--- src/rtl/sna_request_sequencer_if.sv ---
// Request-flow bundle between the NoC flit source, the AXI4-Lite slave
// and the response flow, as seen by the SNA request sequencer.
interface sna_request_sequencer_if;
  logic [33:0] flit_in;
  logic        flit_valid;
  logic        flit_ready;
  logic [31:0] AWADDR;
  logic        AWVALID;
  logic        AWREADY;
  logic [31:0] WDATA;
  logic [3:0]  WSTRB;
  logic        WVALID;
  logic        WREADY;
  logic [31:0] ARADDR;
  logic        ARVALID;
  logic        ARREADY;
  logic [3:0]  rsp_pov_addr;
  logic        rsp_is_write;
  logic        rsp_done;
  logic        busy;
  logic        proto_err;
  logic        timeout_err;

  // Sequencer side of the bundle.
  modport slave (
    input  flit_in, flit_valid, AWREADY, WREADY, ARREADY, rsp_done,
    output flit_ready, AWADDR, AWVALID, WDATA, WSTRB, WVALID,
           ARADDR, ARVALID, rsp_pov_addr, rsp_is_write,
           busy, proto_err, timeout_err
  );

  // Environment side: flit source, AXI slave and response flow.
  modport master (
    output flit_in, flit_valid, AWREADY, WREADY, ARREADY, rsp_done,
    input  flit_ready, AWADDR, AWVALID, WDATA, WSTRB, WVALID,
           ARADDR, ARVALID, rsp_pov_addr, rsp_is_write,
           busy, proto_err, timeout_err
  );
endinterface

--- src/rtl/sna_request_sequencer.sv ---
// SNA request sequencer: collects header/address/data flits and issues a
// single outstanding AXI4-Lite write (AW+W) or read (AR), then waits for the
// response flow to report completion before accepting the next header.
module sna_request_sequencer #(
  parameter int         TIMEOUT   = 1024,
  parameter logic [3:0] WSTRB_ALL = 4'hF
) (
  input logic                     ACLK,
  input logic                     ARESETn,
  sna_request_sequencer_if.slave  bus
);

  typedef enum logic [2:0] {
    IDLE, ADDR, DATA, ISSUE_W, ISSUE_R, WAIT_RSP
  } state_t;

  localparam logic [1:0] T_HDR  = 2'b10;
  localparam logic [1:0] T_ADDR = 2'b00;
  localparam logic [1:0] T_DATA = 2'b01;

  localparam int CNT_W = (TIMEOUT > 1) ? $clog2(TIMEOUT + 1) : 1;
  localparam bit TO_EN = (TIMEOUT != 0);
  // Counter value during the last cycle that is still inside the budget.
  localparam logic [CNT_W-1:0] CNT_LAST = (TIMEOUT > 0) ? CNT_W'(TIMEOUT - 1) : '0;

  state_t            state_q, state_d;
  logic              awvalid_q, awvalid_d;
  logic              wvalid_q, wvalid_d;
  logic              arvalid_q, arvalid_d;
  logic              proto_err_q, proto_err_d;
  logic              timeout_err_q, timeout_err_d;
  logic [31:0]       addr_q, addr_d;
  logic [31:0]       data_q, data_d;
  logic [3:0]        pov_q, pov_d;
  logic              is_write_q, is_write_d;
  logic [CNT_W-1:0]  cnt_q, cnt_d;

  logic              flit_ready;
  logic              accept;
  logic [1:0]        ftype;
  logic              aw_hs, w_hs, ar_hs;
  logic              to_hit;

  assign flit_ready = (state_q == IDLE) || (state_q == ADDR) || (state_q == DATA);
  assign accept     = bus.flit_valid & flit_ready;
  assign ftype      = bus.flit_in[33:32];
  assign aw_hs      = awvalid_q & bus.AWREADY;
  assign w_hs       = wvalid_q & bus.WREADY;
  assign ar_hs      = arvalid_q & bus.ARREADY;
  // A partial handshake can push the counter one past the limit, hence >=.
  assign to_hit     = TO_EN && (cnt_q >= CNT_LAST);

  // Next-state and registered-output decode for the flit/AXI sequencing FSM.
  always_comb begin
    state_d       = state_q;
    awvalid_d     = awvalid_q;
    wvalid_d      = wvalid_q;
    arvalid_d     = arvalid_q;
    proto_err_d   = 1'b0;
    timeout_err_d = 1'b0;
    addr_d        = addr_q;
    data_d        = data_q;
    pov_d         = pov_q;
    is_write_d    = is_write_q;
    cnt_d         = cnt_q;

    case (state_q)
      IDLE: begin
        if (accept) begin
          if (ftype == T_HDR) begin
            pov_d      = bus.flit_in[24:21];
            is_write_d = bus.flit_in[20];
            state_d    = ADDR;
          end else begin
            proto_err_d = 1'b1;
          end
        end
      end
      ADDR: begin
        if (accept) begin
          if (ftype == T_ADDR) begin
            addr_d = bus.flit_in[31:0];
            if (is_write_q) begin
              state_d = DATA;
            end else begin
              state_d   = ISSUE_R;
              arvalid_d = 1'b1;
              cnt_d     = '0;
            end
          end else if (ftype == T_HDR) begin
            proto_err_d = 1'b1;
            pov_d       = bus.flit_in[24:21];
            is_write_d  = bus.flit_in[20];
          end else begin
            proto_err_d = 1'b1;
            state_d     = IDLE;
          end
        end
      end
      DATA: begin
        if (accept) begin
          if (ftype == T_DATA) begin
            data_d    = bus.flit_in[31:0];
            state_d   = ISSUE_W;
            awvalid_d = 1'b1;
            wvalid_d  = 1'b1;
            cnt_d     = '0;
          end else if (ftype == T_HDR) begin
            proto_err_d = 1'b1;
            pov_d       = bus.flit_in[24:21];
            is_write_d  = bus.flit_in[20];
            state_d     = ADDR;
          end else begin
            proto_err_d = 1'b1;
            state_d     = IDLE;
          end
        end
      end
      ISSUE_W: begin
        cnt_d     = cnt_q + CNT_W'(1);
        awvalid_d = awvalid_q & ~bus.AWREADY;
        wvalid_d  = wvalid_q & ~bus.WREADY;
        if (!awvalid_d && !wvalid_d) begin
          state_d = WAIT_RSP;
        end else if (to_hit && !aw_hs && !w_hs) begin
          awvalid_d     = 1'b0;
          wvalid_d      = 1'b0;
          timeout_err_d = 1'b1;
          state_d       = IDLE;
        end
      end
      ISSUE_R: begin
        cnt_d = cnt_q + CNT_W'(1);
        if (ar_hs) begin
          arvalid_d = 1'b0;
          state_d   = WAIT_RSP;
        end else if (to_hit) begin
          arvalid_d     = 1'b0;
          timeout_err_d = 1'b1;
          state_d       = IDLE;
        end
      end
      WAIT_RSP: begin
        cnt_d = cnt_q + CNT_W'(1);
        if (bus.rsp_done) begin
          state_d = IDLE;
        end else if (to_hit) begin
          timeout_err_d = 1'b1;
          state_d       = IDLE;
        end
      end
      default: begin
        state_d   = IDLE;
        awvalid_d = 1'b0;
        wvalid_d  = 1'b0;
        arvalid_d = 1'b0;
      end
    endcase
  end

  // State, VALIDs, pulses and latched transaction fields.
  always_ff @(posedge ACLK or negedge ARESETn) begin
    if (!ARESETn) begin
      state_q       <= IDLE;
      awvalid_q     <= 1'b0;
      wvalid_q      <= 1'b0;
      arvalid_q     <= 1'b0;
      proto_err_q   <= 1'b0;
      timeout_err_q <= 1'b0;
      addr_q        <= '0;
      data_q        <= '0;
      pov_q         <= '0;
      is_write_q    <= 1'b0;
      cnt_q         <= '0;
    end else begin
      state_q       <= state_d;
      awvalid_q     <= awvalid_d;
      wvalid_q      <= wvalid_d;
      arvalid_q     <= arvalid_d;
      proto_err_q   <= proto_err_d;
      timeout_err_q <= timeout_err_d;
      addr_q        <= addr_d;
      data_q        <= data_d;
      pov_q         <= pov_d;
      is_write_q    <= is_write_d;
      cnt_q         <= cnt_d;
    end
  end

  assign bus.flit_ready   = flit_ready;
  assign bus.AWADDR       = addr_q;
  assign bus.AWVALID      = awvalid_q;
  assign bus.WDATA        = data_q;
  assign bus.WSTRB        = WSTRB_ALL;
  assign bus.WVALID       = wvalid_q;
  assign bus.ARADDR       = addr_q;
  assign bus.ARVALID      = arvalid_q;
  assign bus.rsp_pov_addr = pov_q;
  assign bus.rsp_is_write = is_write_q;
  assign bus.busy         = (state_q != IDLE);
  assign bus.proto_err    = proto_err_q;
  assign bus.timeout_err  = timeout_err_q;

endmodule

--- src/flat_wrapper.sv ---
// flat-port wrapper written by rule: the top's interface ports become plain ports
module sna_request_sequencer_flat 
#(
  parameter int         TIMEOUT   = 1024,
  parameter logic [3:0] WSTRB_ALL = 4'hF
)
  (ACLK, ARESETn, bus_flit_in, bus_flit_valid, bus_AWREADY, bus_WREADY, bus_ARREADY, bus_rsp_done, bus_flit_ready, bus_AWADDR, bus_AWVALID, bus_WDATA, bus_WSTRB, bus_WVALID, bus_ARADDR, bus_ARVALID, bus_rsp_pov_addr, bus_rsp_is_write, bus_busy, bus_proto_err, bus_timeout_err);
  sna_request_sequencer_if bus_i ();
  input logic ACLK;
  input logic ARESETn;
  input wire logic [$bits(bus_i.flit_in)-1:0] bus_flit_in;
  input wire logic [$bits(bus_i.flit_valid)-1:0] bus_flit_valid;
  input wire logic [$bits(bus_i.AWREADY)-1:0] bus_AWREADY;
  input wire logic [$bits(bus_i.WREADY)-1:0] bus_WREADY;
  input wire logic [$bits(bus_i.ARREADY)-1:0] bus_ARREADY;
  input wire logic [$bits(bus_i.rsp_done)-1:0] bus_rsp_done;
  output wire logic [$bits(bus_i.flit_ready)-1:0] bus_flit_ready;
  output wire logic [$bits(bus_i.AWADDR)-1:0] bus_AWADDR;
  output wire logic [$bits(bus_i.AWVALID)-1:0] bus_AWVALID;
  output wire logic [$bits(bus_i.WDATA)-1:0] bus_WDATA;
  output wire logic [$bits(bus_i.WSTRB)-1:0] bus_WSTRB;
  output wire logic [$bits(bus_i.WVALID)-1:0] bus_WVALID;
  output wire logic [$bits(bus_i.ARADDR)-1:0] bus_ARADDR;
  output wire logic [$bits(bus_i.ARVALID)-1:0] bus_ARVALID;
  output wire logic [$bits(bus_i.rsp_pov_addr)-1:0] bus_rsp_pov_addr;
  output wire logic [$bits(bus_i.rsp_is_write)-1:0] bus_rsp_is_write;
  output wire logic [$bits(bus_i.busy)-1:0] bus_busy;
  output wire logic [$bits(bus_i.proto_err)-1:0] bus_proto_err;
  output wire logic [$bits(bus_i.timeout_err)-1:0] bus_timeout_err;
  assign bus_i.flit_in = bus_flit_in;
  assign bus_i.flit_valid = bus_flit_valid;
  assign bus_i.AWREADY = bus_AWREADY;
  assign bus_i.WREADY = bus_WREADY;
  assign bus_i.ARREADY = bus_ARREADY;
  assign bus_i.rsp_done = bus_rsp_done;
  assign bus_flit_ready = bus_i.flit_ready;
  assign bus_AWADDR = bus_i.AWADDR;
  assign bus_AWVALID = bus_i.AWVALID;
  assign bus_WDATA = bus_i.WDATA;
  assign bus_WSTRB = bus_i.WSTRB;
  assign bus_WVALID = bus_i.WVALID;
  assign bus_ARADDR = bus_i.ARADDR;
  assign bus_ARVALID = bus_i.ARVALID;
  assign bus_rsp_pov_addr = bus_i.rsp_pov_addr;
  assign bus_rsp_is_write = bus_i.rsp_is_write;
  assign bus_busy = bus_i.busy;
  assign bus_proto_err = bus_i.proto_err;
  assign bus_timeout_err = bus_i.timeout_err;
  sna_request_sequencer #(.TIMEOUT(TIMEOUT), .WSTRB_ALL(WSTRB_ALL)) u_core (.ACLK(ACLK), .ARESETn(ARESETn), .bus(bus_i));
endmodule
--- config.mk ---
export PLATFORM = sky130hd
export DESIGN_NAME = sna_request_sequencer_flat
export DESIGN_NICKNAME = d
export VERILOG_FILES = /design/src/rtl/sna_request_sequencer_if.sv /design/src/rtl/sna_request_sequencer.sv /design/src/flat_wrapper.sv
export SDC_FILE = /design/constraint.sdc
export NUM_CORES = 1
export LEC_CHECK = 0
export CORE_UTILIZATION = 41
export CTS_CLUSTER_DIAMETER = 40
export DETAILED_ROUTE_END_ITERATION = 16
export GPL_ROUTABILITY_DRIVEN = 0
export PLACE_DENSITY = 0.77
export SLEW_MARGIN = 30
export SYNTH_ARGS = -nofsm -noshare
export SYNTH_HDL_FRONTEND = slang
export SYNTH_SLANG_ARGS = --single-unit
--- constraint.sdc ---
create_clock -name ACLK -period 1.7 [get_ports ACLK]
set_input_delay 0.425 -clock ACLK [delete_from_list [all_inputs] [get_ports ACLK]]
set_output_delay 0.425 -clock ACLK [all_outputs]
set_load 0.005 [all_outputs]
==> reports/results.ini <==
[yosys]
synth_seq_area_share_pct=51.2
ys_async_sr_fraction_pct=100
yosysWarningCount=0
synth_edf_count=0
syn_inst=340
avgSynthCellArea_um2=12.6
synth_top_area_share_pct=51.2
synthTopCellsByArea=dfrtp_1 51%, mux2_2 11%, mux2_4 9.8%
ys_ff_latch=88
synth_largest_area_cell=dfrtp_1
synthFlopType=dfrtp_1
synthDistinctLibCells=49
syn_area_um2=4300

[power]
clockPowerShare_pct=16.5
p_leak_nw=3.48
p_seq_share_pct=37.2
p_switching_mw=2.69
power_frac_comb_pct=46.3
pwr_density_cell_nw_per_um2=1370
swShare_pct=29.7
internal_power_mw=6.36
peakVddDrop_mv=0.766

[route]
drc=0
vias_per_cell=5.01
antenna_left=0
vias=3296
drt_pass1_iterations=4
routedWlPerCell_um=16.2
routed_wl_um=10700
drtIter0Drc=107

[clocking]
numCtsBuffers=9
cts_buffer_depth=2
cts_max_level=3
cts_tree=done
cts_root_buffer=clkbuf_8
clk_pin_slew_worst_paths_ns=0.09
hold_buffers=0
cts_num_sinks=88
clock_latency_ns=0.35

[grt]
overflow=0
antenna_found_initial=0
grt_first_pass_wirelength_um=16800
grt_max_degree=41
grt_pass1_vias=3374
grt_usage_pct=19.4

[job]
maxCapViolCount=0

[status]
violations=setup timing
outcome=finished, violations left

[timing]
fin_crit_sh_pct=103
worst_pin_slew_ns=0.526
max_freq_mhz=569
clock-skew-final_ns=0.0130
slew_headroom_pct=64.9
setup_viol=31
rsz0062_at_grt=yes
fin_ws_ns=-0.0589
final_max_slew_viol_count=0
final-hold-violation-count=0
min_period_ns=1.76

[die]
core_area_um2=10200
die_area_um2=10900
start_util_pct=42.0
fp-row-count=37
die_w_um=104
dieHeight_um=104
boundaryPins=153

[critical_path]
path_buf_inv=2
r2r_cells=5
crit_arrival_ns=1.99
r2r-end=u_core.bus.WDATA[5]
critPathMaxFanout=13
critPathKind=flip-flop to flip-flop
cp_top_family=simple AND/OR/NAND/NOR gates
cp.required_ns=1.93
critPathMaxStageDelay_ns=0.42
reg2reg_slack_ns=-0.06
rr_startpoint=u_core.state_q[2]
worstSetupStartpointType=flip-flop
path_cells=buf_6, or3_4, nor2_8, buf_12, mux2_4
critPathCaptureType=flip-flop
slowest_stage=or3_4

[final_layout]
layout_common_cells=86 x dfrtp_1, 81 x clkdlybuf4s50_1, 55 x buf_4
instances_no_fill=658
drive_gt1_share_pct=34.1
diodes=0
syn2layout_area_growth_pct=53.2
nets=563
final_common_cell=dfrtp_1

[place]
port_buffers=148
dp_cells=606
hpwl_um=7170
dp_slack_ns=-0.803

[min_path]
min_path_type=primary input to asynchronous set/reset pin

## registers in the layout (all words and copies together), names as in the netlist
signal	count
u_core.bus.rsp_pov_addr	4
u_core.cnt_q	11
u_core.bus.WVALID	1
u_core.bus.ARADDR	32
u_core.state_q	3
u_core.bus.rsp_is_write	1
u_core.bus.ARVALID	1
u_core.bus.timeout_err	1
u_core.bus.WDATA	32
u_core.bus.proto_err	1
u_core.bus.AWVALID	1
## power groups by stage
stage / Sequential (mW) / Combinational [mW] / Clock [mW]
2_1_floorplan: 3.42 / 1.77 / 0
3_3_place_gp: 3.40 / 3.78 / 0
3_5_place_dp: 3.47 / 3.88 / 0
4_1_cts: 3.39 / 4.08 / 1.54
5_1_grt: 3.45 / 4.51 / 1.61
6_report: 3.36 / 4.19 / 1.49
## metrics by stage
step                      area [um2]  power, mW  hold WS [ns]  utilization [%]  setup TNS [ns]
after floorplan                 4310       5.19         0.129                -               0
after global placement          5890       7.18         0.435             57.5          -40.77
after detailed placement        5890       7.35         0.446             57.5          -45.05
after CTS                       6290       9.01        0.0456             61.5          -0.917
after global routing            6590       9.57        0.0660             64.4           -2.78
final                           6590       9.05        0.0357             64.4          -0.925
## layer usage
| metal | track usage (%) | vias to the layer above | part of all wire (%) | routed length (um) |
|---|---|---|---|---|
| met3 | 4.95 | 12 | 6.2 | 657 |
| met1 | 22.4 | 1641 | 39 | 4190 |
| met4 | 6.43 | 0 | 1.6 | 170 |
| met5 | 0 | - | 0 | 0 |
| met2 | 34.7 | 120 | 53 | 5650 |
| li1 | - | 1523 | - | - |
## logic make-up (layout without fill, tap and decap cells)
family          count (synthesis)  after routing  synth area share, %
compound gates                 61             61                 9.26
xor+xnor                        1              1                0.204
simple gates                   54             54                 7.04
flops                          88             88                 51.2
mux                            69             69                 20.5
other cells                     1              4               0.0872
buf+inv                        61            240                 10.2
fa+ha+maj                       5              5                 1.46
## repair_timing
item | in CTS | in global routing
setup buffers | 15 | 20
cloned | 1 | 0
endpoints found under the setup margin | 104 | 136
pin swaps | 6 | 6
resized for setup | 46 | 54
## synthesized netlist by cell type, types with 3 or more instances
| master | instances |
|---|---|
| mux2_2 | 41 |
| nand2b_1 | 4 |
| ha_1 | 5 |
| inv_1 | 7 |
| a31oi_1 | 11 |
| buf_2 | 7 |
| nand2_1 | 15 |
| clkbuf_1 | 5 |
| nor2_1 | 8 |
| nor2b_1 | 3 |
| dfrtp_1 | 88 |
| nand3_1 | 6 |
| mux2_4 | 28 |
| a41oi_1 | 3 |
| a21oi_1 | 16 |
| buf_12 | 3 |
| o21ai_0 | 11 |
| buf_4 | 36 |
## area by class of cell
type / instances / area, um2
Timing Repair Buffer: 216 / 2230
Multi-Input combinational cell: 194 / 1750
Fill cell: 789 / 3640
Clock buffer: 11 / 141
Sequential cell: 88 / 2200
Inverter: 8 / 32.5
Tap cell: 136 / 170
Clock inverter: 5 / 63.8
## worst register-to-register path, cell delays in order (launching register included)
cell	delay, ns
dfrtp_1	0.41
buf_6	0.13
or3_4	0.42
nor2_8	0.18
buf_12	0.19
mux2_4	0.31
## worst max-delay path by stage
stage,slack (ns),cells past startpoint,start,endpoint
after floorplan,0.002,6,bus_flit_in[32],u_core.bus.ARADDR[0]
final,-0.06,5,u_core.state_q[2],u_core.bus.WDATA[5]
after global routing,-0.11,6,u_core.state_q[2],u_core.cnt_q[7]
after detailed placement,-0.80,7,bus_flit_in[32],u_core.cnt_q[7]
after global placement,-0.70,7,bus_flit_in[32],u_core.cnt_q[9]
after CTS,-0.06,5,u_core.state_q[2],u_core.bus.WDATA[5]
Note: power is estimated with default switching activity, not from simulation.
